## src/rtl/game_turn_controller.sv

```systemverilog
// game_turn_controller
// Mastermind game sequencer: alternates code-maker / code-breaker roles every
// round, counts guesses, accumulates the maker's score and declares a winner.
// Every output is decoded from registered state only.
//
//   state        | meaning
//   -------------+-----------------------------------------------------------
//   S_IDLE       | after reset, waiting for the first start_btn
//   S_MAKE       | maker (maker_a selects who) is locking the secret code
//   S_BREAK      | breaker is guessing, guess_count counts attempts
//   S_ROUND_END  | one-cycle round_done, roles swap on the next edge
//   S_GAME_OVER  | all rounds played, scores and winner flags hold
module game_turn_controller #(
  parameter int MAX_GUESSES = 10,
  parameter int ROUNDS      = 4,
  parameter int SCORE_W     = 6
) (
  input  logic               clk,
  input  logic               reset,
  input  logic               start_btn,
  input  logic               code_entered,
  input  logic               guess_submitted,
  input  logic               guess_correct,
  output logic               started,
  output logic               active_p,
  output logic               take_code,
  output logic [3:0]         guess_count,
  output logic [3:0]         round_num,
  output logic [SCORE_W-1:0] score_a,
  output logic [SCORE_W-1:0] score_b,
  output logic               round_done,
  output logic               game_over,
  output logic               winner_a,
  output logic               winner_b,
  output logic               tie
);

  typedef enum logic [2:0] {
    S_IDLE      = 3'd0,
    S_MAKE      = 3'd1,
    S_BREAK     = 3'd2,
    S_ROUND_END = 3'd3,
    S_GAME_OVER = 3'd4
  } state_t;

  localparam logic [3:0]         MAX_G      = 4'(MAX_GUESSES);
  localparam logic [3:0]         LAST_ROUND = 4'(ROUNDS - 1);
  localparam logic [SCORE_W-1:0] SCORE_MAX  = '1;
  // Wide enough for the largest score plus the largest per-round award (16).
  localparam int                 SUM_W      = ((SCORE_W > 5) ? SCORE_W : 5) + 1;

  state_t             state_q, state_d;
  logic               maker_a_q, maker_a_d;
  logic [3:0]         guess_count_q, guess_count_d;
  logic [3:0]         round_num_q, round_num_d;
  logic [SCORE_W-1:0] score_a_q, score_a_d;
  logic [SCORE_W-1:0] score_b_q, score_b_d;

  logic [3:0] guess_inc;
  logic [4:0] round_points;
  logic       start_game;
  logic       round_ends;

  // Saturating add so a long game pins the score at all-ones instead of wrapping.
  function automatic logic [SCORE_W-1:0] sat_add(input logic [SCORE_W-1:0] a,
                                                 input logic [4:0]         b);
    logic [SUM_W-1:0] sum;
    sum = SUM_W'(a) + SUM_W'(b);
    if (sum > SUM_W'(SCORE_MAX)) begin
      return SCORE_MAX;
    end
    return sum[SCORE_W-1:0];
  endfunction

  assign guess_inc    = guess_count_q + 4'd1;
  // A round lost by the breaker costs one extra point on top of the guesses used.
  assign round_points = 5'(guess_inc) + 5'(!guess_correct);
  assign start_game   = start_btn && ((state_q == S_IDLE) || (state_q == S_GAME_OVER));
  assign round_ends   = (state_q == S_BREAK) && guess_submitted &&
                        (guess_correct || (guess_inc == MAX_G));

  // State and datapath registers, all cleared asynchronously by reset.
  always_ff @(posedge clk or negedge reset) begin
    if (!reset) begin
      state_q       <= S_IDLE;
      maker_a_q     <= 1'b1;
      guess_count_q <= 4'd0;
      round_num_q   <= 4'd0;
      score_a_q     <= '0;
      score_b_q     <= '0;
    end else begin
      state_q       <= state_d;
      maker_a_q     <= maker_a_d;
      guess_count_q <= guess_count_d;
      round_num_q   <= round_num_d;
      score_a_q     <= score_a_d;
      score_b_q     <= score_b_d;
    end
  end

  // Next-state logic; inputs not legal in the current state fall through unused.
  always_comb begin
    state_d = state_q;
    case (state_q)
      S_IDLE, S_GAME_OVER: begin
        if (start_btn) state_d = S_MAKE;
      end
      S_MAKE: begin
        if (code_entered) state_d = S_BREAK;
      end
      S_BREAK: begin
        if (round_ends) state_d = S_ROUND_END;
      end
      S_ROUND_END: begin
        state_d = (round_num_q == LAST_ROUND) ? S_GAME_OVER : S_MAKE;
      end
      default: state_d = S_IDLE;
    endcase
  end

  // Counter, role and score updates that accompany the state transitions.
  always_comb begin
    maker_a_d     = maker_a_q;
    guess_count_d = guess_count_q;
    round_num_d   = round_num_q;
    score_a_d     = score_a_q;
    score_b_d     = score_b_q;
    if (start_game) begin
      maker_a_d     = 1'b1;
      guess_count_d = 4'd0;
      round_num_d   = 4'd0;
      score_a_d     = '0;
      score_b_d     = '0;
    end else if ((state_q == S_BREAK) && guess_submitted) begin
      guess_count_d = guess_inc;
      if (round_ends) begin
        if (maker_a_q) begin
          score_a_d = sat_add(score_a_q, round_points);
        end else begin
          score_b_d = sat_add(score_b_q, round_points);
        end
      end
    end else if (state_q == S_ROUND_END) begin
      guess_count_d = 4'd0;
      maker_a_d     = ~maker_a_q;
      round_num_d   = round_num_q + 4'd1;
    end
  end

  // Moore output decode from the registered state.
  always_comb begin
    started    = 1'b0;
    active_p   = 1'b0;
    take_code  = 1'b0;
    round_done = 1'b0;
    game_over  = 1'b0;
    winner_a   = 1'b0;
    winner_b   = 1'b0;
    tie        = 1'b0;
    case (state_q)
      S_MAKE: begin
        started   = 1'b1;
        take_code = 1'b1;
        active_p  = maker_a_q;
      end
      S_BREAK: begin
        started  = 1'b1;
        active_p = ~maker_a_q;
      end
      S_ROUND_END: begin
        started    = 1'b1;
        round_done = 1'b1;
        active_p   = ~maker_a_q;
      end
      S_GAME_OVER: begin
        game_over = 1'b1;
        winner_a  = (score_a_q > score_b_q);
        winner_b  = (score_b_q > score_a_q);
        tie       = (score_a_q == score_b_q);
      end
      default: ;
    endcase
  end

  assign guess_count = guess_count_q;
  assign round_num   = round_num_q;
  assign score_a     = score_a_q;
  assign score_b     = score_b_q;

endmodule

```

## config.mk

```make
export PLATFORM = sky130hd
export DESIGN_NAME = game_turn_controller
export DESIGN_NICKNAME = d
export VERILOG_FILES = /design/src/rtl/game_turn_controller.sv
export SDC_FILE = /design/constraint.sdc
export NUM_CORES = 1
export LEC_CHECK = 0
export BUFFER_PORTS_ARGS = -buffer_cell sky130_fd_sc_hd__buf_2
export CAP_MARGIN = 20
export CORE_MARGIN = 8
export CORE_UTILIZATION = 45
export DETAILED_ROUTE_END_ITERATION = 10
export GPL_TIMING_DRIVEN = 0
export PLACE_DENSITY = 0.68
export SLEW_MARGIN = 30
export SYNTH_ARGS = -nofsm -noshare
export SYNTH_HDL_FRONTEND = slang
export SYNTH_SLANG_ARGS = --single-unit
```

## constraint.sdc

```tcl
create_clock -name clk -period 5.1 [get_ports clk]
set_clock_uncertainty 0.15 [all_clocks]
set_input_delay 1.53 -clock clk [delete_from_list [all_inputs] [get_ports clk]]
set_output_delay 1.53 -clock clk [all_outputs]
set_load 0.1 [all_outputs]
```

==> run metrics <==
Core ar. 4294 µm²; Post-Syn Nets 253; Main synth FF type dfrtp_1; Site Rows 24; Period Utilization, post-route 80.01%; Clock Sinks 24; ys async rst share 100.0%; hold buffer count at cts 0; post-DP HPWL 3.611 mm; routed vias/inst 5.508; peak supply drop 0.3323 mV; largest net degree at the start of global routing 25; fmax 245.1 MHz; final-report hold violation count 0; Int Power 527.5 µW; placed insts 311; Final Non-Filler Cells 315; Bufs on Longest Clock Path 2; CP Launch Type register; vias in the first global route 1705; cell taking the most area after synthesis dfrtp_1; initial antenna violation count 0; Netlist Area Pre-Place 1976 µm²; Die Wd 82.26 µm; synth top area cells dfrtp_1, ha_1, a21oi_1, inv_1, nor2_1; Fin Setup TNS 0 ns; worst setup path start score_a[3]$_DFFE_PN0P_; All-Layer GR Usage 14.77%; Clk Latency, worst-skew pair 0.27 ns; Critical Path RT 3.42 ns; routed vias 1735; CTS tree built; Synth-to-Final Area Change 14.95%; post-CTS setup buffer count 0; Port Buf Inserts 33; logic gate share of total power 67.6%; Pins Over Slew Limit 0; worst reg2reg startpoint guess_count[1]$_DFFE_PN0P_; drt wl/cell 14.52 µm; count of cell types in the netlist 59; max-cap violations 0; CP max FO 4; Min Hold Slack 0.4341 ns; total CTS buffers 3; Nets 291; Die Y 82.26 µm; Clk pwr share 10.2%; first-pass GRT wire length 7.969 mm; Ys Warns 0; Iter 0 DRT Violations 96; die area 6767 µm²; share of cells above drive strength 1 21.29%; TritonRoute pass-1 iters 4; LEAKAGE 0.001175 µW; Worst EP arrival 2.40 ns; most frequent cells after synthesis dfrtp_1, inv_1, a21oi_1, nor2_1, ha_1; Rel. slew slack 61.60%; RSZ-0062 raised after global routing false; Reg power frac 22.2%; final core utilization 52.88%; critical path endpoint category primary output; Hold Crit Start round_num[1]$_DFFE_PN0P_; global placement routability congestion 0.8048; final setup vio count 0; Initial Utilization 46.01%; hold crit path type register to register; Mapped Cells 226; num ports 34; clk slew on worst S/H paths 0.10 ns; # diodes 0; drt total wl 4.573 mm; remaining global-route overflow 0; worst-margin pin slew 0.5760 ns; H-tree lvl count 1; Routed Antenna Nets 0; top cell type's share of synthesized area 29.13%; Seq/Total Area, Yosys 30.46%; P_sw 802.1 µW; Seq cells post-synth 24; status completed; Sw Share 60.33%; pwr dens 585.5 nW/µm²; critical path class register to primary output; Syn Area/Cell 8.742 µm²; top-count cell post-synth dfrtp_1; Period minus WS final 4.081 ns; Resized Gates After CTS 0; number of remaining DRC errors 0; Root Buffer clkbuf_8; Post-synth EDFFs 0
layout by cell type (no fill, tap or decap), types with 2 or more instances in the layout:
cell type and n:
o21ai_0 6, nand2_1 12, a211oi_1 4, buf_2 38
a21oi_1 20, clkbuf_8 4, o21ai_1 2, o22ai_1 3
fa_1 2, o31ai_1 2, nand3_1 3, inv_1 21
dfrtp_1 23, xor2_1 8, clkbuf_1 4, a31oi_1 9
o2bb2ai_1 2, nor3_2 2, ha_1 19, a22oi_1 2
nor3_1 2, and3_1 4, nand4_1 2, nand2b_1 5
a21o_1 4, nor2_1 20, o211a_1 2, xnor2_1 3
and2_1 3
power groups by stage:
| stage | clock network (µW) | registers (µW) | logic, µW |
|---|---|---|---|
| 6_report | 135 | 295 | 899 |
| 5_1_grt | 146 | 305 | 984 |
| 4_1_cts | 141 | 295 | 907 |
| 3_5_place_dp | 0 | 299 | 906 |
| 3_3_place_gp | 0 | 299 | 897 |
| 2_1_floorplan | 0 | 539 | 503 |
cell families (layout without fill, tap and decap cells):
family / after synthesis / in the layout / share of synthesized area, %
adder cells (fa/ha/maj): 23 / 23 / 15.14
XOR/XNOR: 11 / 11 / 4.877
multiplexers: 1 / 1 / 0.5067
buffers and inverters: 31 / 68 / 6.396
AO/OA/AOI/OAI: 68 / 68 / 23.94
AND/OR/NAND/NOR: 68 / 68 / 18.68
flip-flops: 24 / 24 / 30.46
final timing paths:
path                                                 end  slack [ns]  cells after the start
worst max-delay path                            winner_a        1.02                      7
worst min-delay path            round_num[1]$_DFFE_PN0P_        0.43                      2
worst max register to register    score_b[5]$_DFFE_PN0P_        1.72                     12
worst min register to register  round_num[1]$_DFFE_PN0P_        0.43                      2
max in group asynchronous         state_q[1]$_DFFE_PN0P_        3.32                      1
min in group asynchronous         score_b[1]$_DFFE_PN0P_        1.09                      1
worst max-delay path: stages (launching register included):
cell      delay (ns)
dfrtp_1         0.45
inv_1           0.06
ha_1            0.30
a21o_1          0.18
a21o_1          0.17
a211oi_1        0.37
and2_1          0.18
buf_2           0.42
final cells by class:
cell class,count,area (µm²)
Buffer,10,47.55
Multi-Input combinational cell,171,1257
Sequential cell,24,601.8
Tap cell,52,65.06
Inverter,21,78.83
Timing Repair Buffer,33,165.2
Clock buffer,4,55.05
Fill cell,413,2023
per-layer routing:
layer,routed length (µm),global-route usage (%)
met3,110,1.407
met4,100,6.316
met1,2221,19.07
met5,0,0
met2,2141,24.51
registers in the layout, indices dropped and copies added (netlist names):
signal       cells
maker_a_q        1
guess_count      4
state_q          3
score_a          6
score_b          6
round_num        4
metrics by stage:
stage / total power [µW] / area, µm² / worst slack (ns)
2_1_floorplan: 1041 / 1986 / 0.4454
3_3_place_gp: 1196 / 2216 / 0.8542
3_5_place_dp: 1204 / 2216 / 0.8275
4_1_cts: 1343 / 2271 / 1.016
5_1_grt: 1435 / 2271 / 0.8957
6_report: 1330 / 2271 / 1.020
(Power assumes the default switching activity.)
